**config.mk**
```make
export PLATFORM = sky130hd
export DESIGN_NAME = prio_arbiter
export DESIGN_NICKNAME = d
export VERILOG_FILES = /design/src/rtl/prio_arbiter.sv
export SDC_FILE = /design/constraint.sdc
export NUM_CORES = 1
export LEC_CHECK = 0
export BUFFER_PORTS_ARGS = -buffer_cell sky130_fd_sc_hd__buf_4
export CORE_MARGIN = 1.5
export CORE_UTILIZATION = 49
export DETAILED_ROUTE_END_ITERATION = 8
export MAX_ROUTING_LAYER = met4
export PLACE_DENSITY = 0.73
export RECOVER_POWER = 100
export SYNTH_ARGS = -nofsm -noshare
export SYNTH_HDL_FRONTEND = slang
export SYNTH_SLANG_ARGS = --single-unit
```
**constraint.sdc**
```tcl
create_clock -name clk -period 2.2 [get_ports clk]
set_clock_uncertainty 0.15 [all_clocks]
set_input_delay 0.22 -clock clk [delete_from_list [all_inputs] [get_ports clk]]
set_output_delay 0.22 -clock clk [all_outputs]
set_load 0.05 [all_outputs]
```
**src/rtl/prio_arbiter.sv**
```systemverilog
// Fixed-priority arbiter with bounded grant tenure and a one-cycle gap
// between grants. Bit 0 of req has the highest priority.
// Optional feature macro: PRIO_ARBITER_AGING_EN adds per-requester wait
// counters so that a starved requester is promoted once it has waited
// AGE_LIMIT cycles.

`ifdef PRIO_ARBITER_AGING_EN
// Per-requester wait counter; saturates at AGE_LIMIT and flags "aged".
module prio_arbiter_age_ctr #(
    parameter int AGE_LIMIT = 16
) (
    input  logic clk,
    input  logic rst_n,
    input  logic i_req,
    input  logic i_owner,
    input  logic i_win,
    output logic o_aged
);
    localparam int CW = $clog2(AGE_LIMIT + 1);

    logic [CW-1:0] r_cnt;

    // Count waiting cycles; a grant or a dropped request starts over.
    always_ff @(posedge clk or negedge rst_n) begin
        if (!rst_n)
            r_cnt <= '0;
        else if (!i_req || i_win)
            r_cnt <= '0;
        else if (!i_owner && r_cnt != CW'(AGE_LIMIT))
            r_cnt <= r_cnt + 1'b1;
    end

    assign o_aged = (r_cnt == CW'(AGE_LIMIT));
endmodule
`endif

module prio_arbiter #(
    parameter int N         = 4,
    parameter int HOLD_MAX  = 8,
    parameter int AGE_LIMIT = 16
) (
    input  logic                 clk,
    input  logic                 rst_n,
    input  logic [N-1:0]         req,
    input  logic [N-1:0]         done,
    output logic [N-1:0]         gnt,
    output logic                 gnt_valid,
    output logic [$clog2(N)-1:0] gnt_id,
    output logic                 forced_rel
);
    localparam int IW = $clog2(N);
    localparam int TW = $clog2(HOLD_MAX + 1);

    typedef enum logic [1:0] {S_IDLE, S_GRANT, S_GAP} state_t;

    state_t        r_state, w_state_nxt;
    logic [N-1:0]  r_gnt, w_gnt_nxt;
    logic [IW-1:0] r_id, w_id_nxt;
    logic          r_vld, w_vld_nxt;
    logic          r_frel, w_frel_nxt;
    logic [TW-1:0] r_ten, w_ten_nxt;
    logic [N-1:0]  w_pick;
    logic          w_own_done;
    logic          w_own_req;

    // Isolate the lowest set bit.
    function automatic logic [N-1:0] f_lsb(input logic [N-1:0] v);
        return v & (~v + 1'b1);
    endfunction

    // Index of a one-hot vector.
    function automatic logic [IW-1:0] f_idx(input logic [N-1:0] v);
        f_idx = '0;
        for (int i = 0; i < N; i++)
            if (v[i]) f_idx = IW'(i);
    endfunction

`ifdef PRIO_ARBITER_AGING_EN
    logic [N-1:0] w_aged;
    logic [N-1:0] w_win;
    logic [N-1:0] w_aged_req;

    assign w_win      = (r_state == S_IDLE) ? w_pick : '0;
    assign w_aged_req = w_aged & req;
    // Aged requesters outrank plain priority.
    assign w_pick     = f_lsb((|w_aged_req) ? w_aged_req : req);

    for (genvar g = 0; g < N; g++) begin : g_age
        prio_arbiter_age_ctr #(.AGE_LIMIT(AGE_LIMIT)) u_age (
            .clk     (clk),
            .rst_n   (rst_n),
            .i_req   (req[g]),
            .i_owner (r_gnt[g]),
            .i_win   (w_win[g]),
            .o_aged  (w_aged[g])
        );
    end
`else
    logic w_unused_age;
    assign w_unused_age = (AGE_LIMIT != 0);
    assign w_pick       = f_lsb(req);
`endif

    // Only the owner's done/req bits matter; other done bits are ignored.
    assign w_own_done = |(done & r_gnt);
    assign w_own_req  = |(req & r_gnt);

    // Next-state and next-output logic.
    always_comb begin
        w_state_nxt = r_state;
        w_gnt_nxt   = r_gnt;
        w_id_nxt    = r_id;
        w_vld_nxt   = r_vld;
        w_frel_nxt  = 1'b0;
        w_ten_nxt   = r_ten;
        case (r_state)
            S_IDLE: begin
                if (|req) begin
                    w_state_nxt = S_GRANT;
                    w_gnt_nxt   = w_pick;
                    w_id_nxt    = f_idx(w_pick);
                    w_vld_nxt   = 1'b1;
                    w_ten_nxt   = TW'(1);
                end
            end
            S_GRANT: begin
                if (w_own_done || !w_own_req || r_ten == TW'(HOLD_MAX)) begin
                    // done wins over tenure expiry for forced_rel.
                    w_frel_nxt  = !w_own_done && w_own_req;
                    w_state_nxt = S_GAP;
                    w_gnt_nxt   = '0;
                    w_id_nxt    = '0;
                    w_vld_nxt   = 1'b0;
                    w_ten_nxt   = '0;
                end else begin
                    w_ten_nxt = r_ten + 1'b1;
                end
            end
            S_GAP: begin
                w_state_nxt = S_IDLE;
            end
            default: begin
                w_state_nxt = S_IDLE;
                w_gnt_nxt   = '0;
                w_id_nxt    = '0;
                w_vld_nxt   = 1'b0;
                w_ten_nxt   = '0;
            end
        endcase
    end

    // State and registered outputs; reset drops any grant immediately.
    always_ff @(posedge clk or negedge rst_n) begin
        if (!rst_n) begin
            r_state <= S_IDLE;
            r_gnt   <= '0;
            r_id    <= '0;
            r_vld   <= 1'b0;
            r_frel  <= 1'b0;
            r_ten   <= '0;
        end else begin
            r_state <= w_state_nxt;
            r_gnt   <= w_gnt_nxt;
            r_id    <= w_id_nxt;
            r_vld   <= w_vld_nxt;
            r_frel  <= w_frel_nxt;
            r_ten   <= w_ten_nxt;
        end
    end

    assign gnt        = r_gnt;
    assign gnt_valid  = r_vld;
    assign gnt_id     = r_id;
    assign forced_rel = r_frel;
endmodule

```
Word-level counts from Yosys, hierarchy flattened --
Index checks and enable logic that the tools add are counted.
Cells by class: add/sub/neg operators 2, equal/unequal tests 5, mux-type cells 20, bitwise gates (word level) 5, reductions and logical operators 12
Operators by type and width (number):
- 4-bit one-hot mux with 3 select lines | 2
- 4-bit two-way mux | 4
- 4-bit AND | 3
- 2-bit two-way mux | 6
- 4-bit OR reduction | 3
- 4-bit by 1-bit adder with 4-bit output (second input constant) | 2
- 2-bit one-hot mux with 3 select lines | 1
- 1-bit two-way mux | 5
- 4-bit == test (second input constant) | 1
- 2-bit != test (second input constant) | 2
- 4-bit NOT | 1
- 2-bit one-hot mux with 2 select lines | 1
- 2-bit AND reduction | 2
- 1-bit one-hot mux with 3 select lines | 1
- 3-bit AND reduction | 1
- 2-bit by 1-bit == test with 1-bit output (second input constant) | 1
- 2-bit == test (second input constant) | 1
- 1-bit logical NOT | 2
- 2-bit logical NOT | 1
- 1-bit logical OR | 2
- 1-bit logical AND | 1
- 1-bit NOT | 1
Storage, ports and cells: bits in registers 14, bits of input ports 10, output and inout bits 8, logic and storage cells 50

Longest topological paths before layout --
Gate-level depths: netlist of run 1.
depth after elaboration 8, gate-level depth with buffers 6, depth with buffers taken out 6

Least setup slack after synthesis of run 1 --
OpenSTA, ideal clock, no wires.
kind flip-flop to flip-flop, start point register r_gnt[0], in the netlist gnt[0], end point register r_ten[1], setup time 0.065 ns, data arrival time 1.655 ns, required time 1.985 ns, path slack 0.329 ns, stages on the path, launching flop included 5, path buffers 0, clock period less this slack 1.871 ns, cell sequence dfrtp_1 a22oi_1 a221o_2 nor2_1 a22o_1
On the way: cells in the longest elaborated chain, start to end 7, elaborated cells between the ends (all ways) 9, those cells by class mux (2); bitwise (2); reduce/logical (5)
RTL lines:
- start, declared | RTL line 57 | logic [N-1:0] r_gnt, w_gnt_nxt;
- start signal, assigned | RTL line 163 | r_gnt <= w_gnt_nxt;
- 4-bit AND | RTL line 106 | assign w_own_req = |(req & r_gnt);
- 4-bit OR reduction | RTL line 106
- 1-bit logical NOT | RTL line 127 | if (w_own_done || !w_own_req || r_ten == TW'(HOLD_MAX)) begin
- 1-bit logical OR (*) (2 in a row) | RTL line 127
- 4-bit two-way mux (*) | RTL line 127
- 4-bit one-hot mux with 3 select lines (*) | RTL line 116 | case (r_state)
- end signal, assigned | RTL line 167 | r_ten <= w_ten_nxt;
- end, declared | RTL line 61 | logic [TW-1:0] r_ten, w_ten_nxt;
Every way passes the cells marked *; elsewhere a longest branch is shown, timed or not. A chain may end at the register's enable or synchronous reset.

Worst setup path after layout of run 1 --
start point register r_gnt[1], in the netlist gnt[1], end point register r_gnt[3], in the netlist gnt[3]
On the way: cells in the longest elaborated chain, start to end 7, elaborated cells between the ends (all ways) 9, those cells by class eq/ne (1); bitwise (2); reduce/logical (6)
RTL lines (RTL line):
- 4-bit AND | 106
- 4-bit OR reduction | 106
- 1-bit logical NOT | 127
- 1-bit logical OR (*) (2 in a row) | 127
- 2-bit != test (no line) (*)
- 3-bit AND reduction (no line) (*)
Marks and branches as above.

==> summary.txt, run 1 <==
Leakage Power: 0.392 nW
GRT busiest layer: met2
Placed insts: 100
Min Tclk post-route: 1.94 ns
Final #Nets: 103
Largest net degree at the start of global routing: 15
Post-synth net total: 81
Flops & latches, synth: 14
Routability congestion estimate: 0.751
Fmax: 0.515 GHz
Final setup violation count: 0
Layout cells sized above 1: 21.1%
VDD IR-drop max: 0.755 mV
Period utilization: 88.2%
First-pass GRT wire length: 2.32 mm
TritonRoute pass-1 iters: 4
Final TNS setup: 0 ns
Seq/Total Area, Yosys: 49.5%
Core area: 1320 um2
Commonest cells after routing, fill and taps aside: dfrtp_1, clkbuf_1, buf_4
Clock Tree Buf Depth: 2
Gr usage total: 23.4%
Die extent in y: 41.0 um
Critical Path Fanout Max: 4
DR vias: 629
Grt met3 use: 6.52%
GR Overflow Total: 0
Final ANT Viol Nets: 0
Synth top area cells: dfrtp_1, a22o_2, inv_1
Crit path DAT: 2.01 ns
Hold path startpoint: req[1]
Area grow syn2layout: 21.2%
Register-to-register setup slack: 0.26 ns
Cts repair resizes: 0
Total clock sinks: 14
Critical path class: reg -> reg
Crit-path cells: a222oi_1 -> nand2_1 -> o21ai_0 -> a22o_2
Max cap viols: 0
Syn Area/Cell: 10.3 um2
Critical R2R Launch: gnt[1]$_DFFE_PN0P_
RSZ-0062 raised after global routing: no
Vias in the first global route: 525
Worst-skew pair later-pin latency: 0.29 ns
Distinct cell type count after synthesis: 30
Row count: 13
Yosys warning count: 0
Slew HR: 51.0%
Startpoint types: flop
1st-iter DRT viols: 26
Die X: 41.0 um
PortBufs: 17
Die area: 1680 um2
Diode count: 0
Slowest cell on crit path: a222oi_1
CTS Buf Count: 3
PwrDens: 1230 nW/um2
I/O pin total: 18
Wirelength per Cell: 15.2 um
Detailed Route WL: 1.60 mm
WP data required: 2.27 ns
Final Hold Vio Count: 0
Root buffer cell: clkbuf_4
Fin cells: 105
HPWL after detailed placement: 1.17 mm
Post-Syn Instances: 69
Worst-Margin Slew: 0.735 ns
Vias/cell: 5.99
Clk pin slew, worst setup/hold paths: 0.09 ns
Most common cell after layout, fill and taps aside: dfrtp_1
Initial antenna violation count: 0
DR DRC count: 0
CTS tree: yes
Biggest area consumer among synthesized cells: dfrtp_1
Met2 Use GR: 34.8%
Worst Hold Class: in -> reg
Status: completed
Synth top area share: 49.5%
Critical Path Source: gnt[1]$_DFFE_PN0P_
Max incr delay on CP: 0.51 ns
Cell Area, Synth: 708 um2
Max Slew Vio Count: 0
M1 GR Usage: 29.6%
Initial core utilization: 53.8%
Setup crit end kind: flop
CTS HTree Levels: 1
[cells in the mapped netlist]
library cell and instances:
o2bb2ai_1 2, a22oi_1 2, a22o_2 3, clkbuf_2 1, dfrtp_1 14, nor3_1 2, a221oi_1 1, a21o_1 1
a21oi_1 1, and2_2 1, a222oi_1 1, o32ai_1 1, nand3_1 1, nor2_1 6, nand2_1 4, nor2b_1 2
o31ai_1 1, and2_1 1, o21ai_0 4, or4_4 1, nor4_1 1, nand3b_1 1, inv_1 7, nand2b_1 1
o21ai_2 1, a21oi_2 1, a31oi_1 1, a221o_2 1, a22o_1 3, ha_1 2
[area by class of cell]
| type | instances | area (um2) |
|---|---|---|
| timing repair buffer | 18 | 104 |
| fill | 106 | 459 |
| inverter | 7 | 26.3 |
| multi-input combinational | 47 | 323 |
| sequential | 14 | 350 |
| clock buffer | 4 | 36.3 |
| tap | 15 | 18.8 |
[critical path: cells and delay by family, from the launching register on]
| family | cells | cell delay [ns] |
|---|---|---|
| AND/OR/NAND/NOR | 1 | 0.14 |
| flip-flops | 1 | 0.43 |
| AO/OA/AOI/OAI | 3 | 1.16 |
[metrics by stage]
step	hold WS, ns	power (W)	area (um2)	util [%]	worst slack, ns
after global placement	-0.0740	0.000902	850	64.5	0.545
after CTS	0.0402	0.00110	896	68.0	0.368
after global routing	0.0433	0.00112	858	65.1	0.176
after floorplan	-0.226	0.000764	708	-	0.329
after detailed placement	-0.0751	0.000907	850	64.5	0.451
final	0.0445	0.00105	858	65.1	0.260
[cell families after synthesis]
kind of cell / count (synthesis) / synth area share, %
DFF: 14 / 49.5
buffers and inverters: 8 / 4.42
and+or+nand+nor: 21 / 15.5
adders and majority gates: 2 / 3.53
AOI/OAI and AO/OA: 24 / 27.0
[registers in the layout, summed over array words and instances, names as in the netlist]
name / count
gnt: 4
r_ten: 4
gnt_id: 2
r_state: 2
forced_rel: 1
gnt_valid: 1
[path summary, 6_finish.rpt]
path | endpoint | cells after the start
setup / recovery | gnt[3]$_DFFE_PN0P_ | 4
hold / removal | gnt[1]$_DFFE_PN0P_ | 2
setup reg to reg | gnt[3]$_DFFE_PN0P_ | 4
hold reg to reg | gnt_valid$_DFFE_PN0P_ | 1
max in group asynchronous | gnt_id[0]$_DFFE_PN0P_ | 2
min in group asynchronous | r_ten[2]$_DFFE_PN0P_ | 2
[power by group]
part | leakage (nW) | switching, W | total (W) | internal [W]
Sequential | 0.185 | 0.0000871 | 0.000415 | 0.000328
Combinational | 0.186 | 0.000312 | 0.000450 | 0.000138
Clock | 0.0210 | 0.0000878 | 0.000189 | 0.000101
[timing repair]
item,CTS,global route
buffers inserted,0,0
endpoints found under the hold margin,14,0
hold buffers,1,0
[metal layers]
metal  vias up  part of all wire [%]
li1        297                     -
met1       302                    46
met2        26                    46
met3         4                   7.2
met4         0                   1.5
met5         -                     0
(Power assumes the default switching activity.)
==> run 2: changes to the inputs <==
Settings changed: ABC_AREA from default to 1, CORE_UTILIZATION 49 to 50.
==> run 2 against run 1 <==
  * Flip-flop and latch count unchanged
  * Via count is 1.1% lower
  * Utilization fell by 0.27 points
  * Critical endpoint is now gnt_valid$_DFFE_PN0P_
  * Largest cell class unchanged
  * Highest routed layer unchanged
==> summary.txt, run 2 <==
Status: completed
Largest net degree at the start of global routing: 15
Power Total: 0.00104 W
Met2 wire len: 705 um
PortBufs: 17
Biggest area consumer among synthesized cells: dfrtp_1
Post-Synth Simple-Gate Area: 45.0%
Most common library cells after synthesis: nand2_1, dfrtp_1, nand3_1
Core area: 1350 um2
Slew HR: 50.1%
Initial antenna violation count: 0
Cts repair resizes: 0
Critical path class: reg -> reg
1st-iter DRT viols: 7
Asr flop ratio synth: 100%
Vias in the first global route: 596
Worst Hold Class: in -> reg
Root buffer cell: clkbuf_4
Synth top area share: 47.0%
Min Tclk post-route: 1.72 ns
CTS tree: yes
Clk pin slew, worst setup/hold paths: 0.09 ns
Synth top area cells: dfrtp_1, nand2_1, nand3_1
GR Overflow Total: 0
Met3 routed WL: 67 um
Placed insts: 124
Setup crit end kind: flop
Final TNS setup: 0 ns
Crit path DAT: 1.74 ns
Post-Syn Instances: 92
Syn Area/Cell: 8.11 um2
Fmax: 0.582 GHz
Diode count: 0
Final Hold Vio Count: 0
Yosys warning count: 0
Worst-Margin Slew: 0.748 ns
Pre-CTS WS: 0.659 ns
TritonRoute pass-1 iters: 4
Ys flop type: dfrtp_1
Placement Cell Area: 892 um2
Distinct cell type count after synthesis: 18
PwrDens: 1190 nW/um2
Most common cell after layout, fill and taps aside: nand2_1
Final #Nets: 127
Final ANT Viol Nets: 0
Seq/Total Area, Yosys: 47.0%
WP data required: 2.23 ns
Metal1 wirelength: 721 um
Die X: 41.6 um
Area grow syn2layout: 17.4%
Row count: 13
Post-synth net total: 104
Critical Path Fanout Max: 9
Vias/cell: 4.86
Leakage Power: 0.461 nW
XOR/XNOR share of the synthesized area: 0%
I/O pin total: 18
VDD IR-drop max: 0.742 mV
Die extent in y: 41.6 um
Max layer used: met4
Total clock sinks: 14
Max cap viols: 0
DR vias: 622
Die area: 1730 um2
Final setup violation count: 0
CTS HTree Levels: 1
HPWL after detailed placement: 1.13 mm
DR DRC count: 0
Max Slew Vio Count: 0
Layout cells sized above 1: 15.9%
Flops & latches, synth: 14
RSZ-0062 raised after global routing: no
CTS Buf Count: 3
Detailed Route WL: 1.53 mm
Worst-skew pair later-pin latency: 0.29 ns
Count leader, synth: nand2_1
First-pass GRT wire length: 2.56 mm
Post-Synth Adder-Cell Area: 3.36%
Fin cells: 128
Routability congestion estimate: 0.852
Initial core utilization: 55.2%
Post-synth EDFFs: 0
Fin area: 876 um2
Clock Tree Buf Depth: 2
Startpoint types: flop
Wirelength per Cell: 11.9 um
Gr usage total: 20.3%
Commonest cells after routing, fill and taps aside: nand2_1, dfrtp_1, nor2_1, clkbuf_1
Final worst slack: 0.481 ns
Cell Area, Synth: 746 um2
Largest family of logic cells by synthesized area: simple AND/OR/NAND/NOR gates
Compound-Gate Fraction of Synth Area: 0.671%
Mux share of post-synthesis cell area: 0%
Period utilization: 78.2%
==> run 2: kinds of logic after synthesis <==
family,Yosys count
buffers and inverters,8
flip-flops,14
AO/OA/AOI/OAI,1
AND/OR/NAND/NOR,67
adder cells (fa/ha/maj),2
==> run 2: critical path, stage by stage (launching register included) <==
cell and delay (ns):
dfrtp_1 0.38, inv_1 0.08, ha_1 0.19, nand2_1 0.06
nor2_1 0.05, nor2_1 0.25, nand3_4 0.13, nand2_4 0.12
inv_1 0.06, nand2_1 0.08, nand2_1 0.06
==> run 2: final cells by class <==
cell class,instances,area (um2)
Timing Repair Buffer,18,104
Multi-Input combinational cell,70,350
Tap cell,15,18.8
Fill cell,134,474
Inverter,8,30.0
Sequential cell,14,350
Clock buffer,3,22.5
==> run 2: per-stage QoR <==
step | utilization (%) | hold WS [ns]
CTS | 68.5 | 0.0253
global route | 64.9 | 0.0409
floorplan | - | -0.226
detailed placement | 66.1 | -0.0750
global placement | 66.1 | -0.0765
finish | 64.9 | 0.0193
==> run 2: power breakdown <==
part | internal (W) | leakage (nW) | switching [W]
clock | 0.0000636 | 0.0138 | 0.0000861
combinational | 0.000130 | 0.263 | 0.000378
sequential | 0.000328 | 0.185 | 0.0000584
total | 0.000522 | 0.461 | 0.000523
==> run 2: final timing paths <==
path	to	from	slack (ns)	cells after the start
min in group asynchronous	r_ten[3]$_DFFE_PN0P_	rst_n	0.37	2
worst min-delay path	gnt[0]$_DFFE_PN0P_	req[0]	0.02	3
worst max register to register	gnt_valid$_DFFE_PN0P_	r_ten[0]$_DFFE_PN0P_	0.48	10
worst min register to register	gnt_id[1]$_DFFE_PN0P_	gnt_id[1]$_DFFE_PN0P_	0.33	2
max in group asynchronous	gnt[2]$_DFFE_PN0P_	rst_n	1.05	2
worst max-delay path	gnt_valid$_DFFE_PN0P_	r_ten[0]$_DFFE_PN0P_	0.48	10
==> run 2: metal layers <==
metal	global-route usage [%]	vias to the layer above
met1	25.3	273
met4	7.74	0
met2	31.3	14
met3	5.65	4
li1	-	331
met5	-	-
==> run 2: timing repair <==
item                       CTS  global route
hold buffers                 1             0
setup buffers                0             0
setup endpoints to repair    0             0
hold endpoints to repair    14             0
==> run 3: changes to the inputs <==
Settings changed: ABC_AREA 1 to 0, CORE_UTILIZATION 50 to 49.
Clock period 2.2 ns to 1.7 ns, I/O delays scaled along.
==> run 3 against run 2 <==
  * Design area is 3.0% higher
  * Flip-flop and latch count unchanged
  * Sequential share of layout area decreased by 0.61 points
  * Register-to-register slack worse by 0.41 ns
  * Global-route usage grew 2.8 points
  * Maximum frequency up 5.8%
  * Power up 33%
  * Non-clock buffer count up 4
  * Critical path depth shrank 5
  * Wire length rose by 1.2%
  * Critical path type unchanged
  * Largest power group unchanged
==> summary.txt, run 3 (synthesis gave the netlist of run 1 again) <==
Initial antenna violation count: 0
Gr usage total: 23.1%
Period utilization: 95.6%
HPWL after detailed placement: 1.16 mm
Crit path DAT: 1.65 ns
Fin cells: 108
Critical path class: reg -> reg
Reg2reg end: r_ten[0]$_DFFE_PN0P_
Leakage Power: 0.408 nW
Vias in the first global route: 544
Placed insts: 102
Worst-skew pair later-pin latency: 0.28 ns
PortBufs: 17
Most common cell after layout, fill and taps aside: buf_4
Min Tclk post-route: 1.63 ns
Clock Tree Buf Depth: 2
Worst-Margin Slew: 0.717 ns
Critical Path Fanout Max: 4
CTS HTree Levels: 1
I/O pin total: 18
Routability congestion estimate: 0.779
1st-iter DRT viols: 32
RSZ-0062 raised after global routing: yes
Commonest cells after routing, fill and taps aside: buf_4, dfrtp_1, clkbuf_1
Status: completed
Final core utilization: 68.5%
Wirelength per Cell: 14.3 um
Startpoint types: flop
Max Slew Vio Count: 0
Final ANT Viol Nets: 0
GR Overflow Total: 0
Hold path startpoint: req[0]
PwrDens: 1540 nW/um2
Worst Hold Class: in -> reg
Clk pin slew, worst setup/hold paths: 0.08 ns
CTS tree: yes
Diode count: 0
DR DRC count: 0
Core area: 1320 um2
Row count: 13
CTS Buf Count: 3
Hold EP: gnt[0]$_DFFE_PN0P_
Area grow syn2layout: 27.4%
Initial core utilization: 53.8%
Reg2reg path depth: 5
Die X: 41.0 um
Max cap viols: 0
Vias/cell: 5.70
First-pass GRT wire length: 2.29 mm
Critical R2R Launch: gnt[1]$_DFFE_PN0P_
Die area: 1680 um2
Total clock sinks: 14
Register-to-register setup slack: 0.07 ns
DR vias: 616
Largest net degree at the start of global routing: 15
VDD IR-drop max: 1.02 mV
Final setup violation count: 0
WP data required: 1.73 ns
Root buffer cell: clkbuf_4
Layout cells sized above 1: 32.3%
Die extent in y: 41.0 um
Final #Nets: 107
Fmax: 0.615 GHz
Detailed Route WL: 1.55 mm
Hold depth: 2
Final Hold Vio Count: 0
Power Total: 0.00139 W
Setup crit end kind: flop
Slew HR: 52.2%
TritonRoute pass-1 iters: 4
## run 3: final cells by class
type / count / area [um2]
timing repair buffer: 22 / 140
multi-input combinational: 47 / 339
clock buffer: 3 / 22.5
inverter: 7 / 26.3
fill: 113 / 415
sequential: 14 / 355
tap: 15 / 18.8
## run 3: per-stage QoR
stage | instance area (um2) | hold slack, ns | setup WS [ns] | setup TNS (ns)
3_3_place_gp | 870 | -0.122 | 0.0155 | 0
3_5_place_dp | 870 | -0.123 | -0.0806 | -0.274
2_1_floorplan | 713 | -0.276 | 0.00387 | 0
4_1_cts | 922 | 0.00417 | 0.0185 | 0
6_report | 902 | 0.00629 | 0.0747 | 0
5_1_grt | 902 | 0.000390 | -0.0157 | -0.0304
## run 3: where the power goes
part	leakage, nW	internal (W)	switching (W)
Combinational	0.216	0.000239	0.000458
Sequential	0.179	0.000430	0.0000802
Clock	0.0138	0.0000822	0.000101
Total	0.408	0.000751	0.000638
## run 3: what timing repair did
item | CTS | global route
endpoints found under the hold margin | 15 | 0
hold buffers | 2 | 0
gates resized for setup | 1 | 2
cloned | 0 | 0
pin swaps | 1 | 1
buffers inserted | 1 | 0
setup endpoints to repair | 7 | 4
## run 3: layer usage
metal	share of wire (%)	track usage, %
met5	0	-
met4	2.3	15.0
met3	5.1	6.52
met2	47	33.2
met1	45	28.0
## run 3: worst max-delay path, cell delays in order (launching register included)
cell      delay, ns
dfrtp_2        0.43
a222oi_1       0.32
buf_4          0.18
and2_4         0.14
nand2_1        0.08
o32ai_2        0.23
## run 3: worst max-delay path by stage
stage	startpoint	end	slack [ns]	cells after the start
2_1_floorplan	gnt[0]$_DFFE_PN0P_	r_ten[1]$_DFFE_PN0P_	0.004	4
3_3_place_gp	gnt[1]$_DFFE_PN0P_	r_ten[1]$_DFFE_PN0P_	0.02	4
3_5_place_dp	gnt[1]$_DFFE_PN0P_	r_ten[1]$_DFFE_PN0P_	-0.08	4
4_1_cts	gnt[2]$_DFFE_PN0P_	r_ten[0]$_DFFE_PN0P_	0.02	5
5_1_grt	gnt[1]$_DFFE_PN0P_	r_ten[1]$_DFFE_PN0P_	-0.02	5
6_report	gnt[1]$_DFFE_PN0P_	r_ten[0]$_DFFE_PN0P_	0.07	5
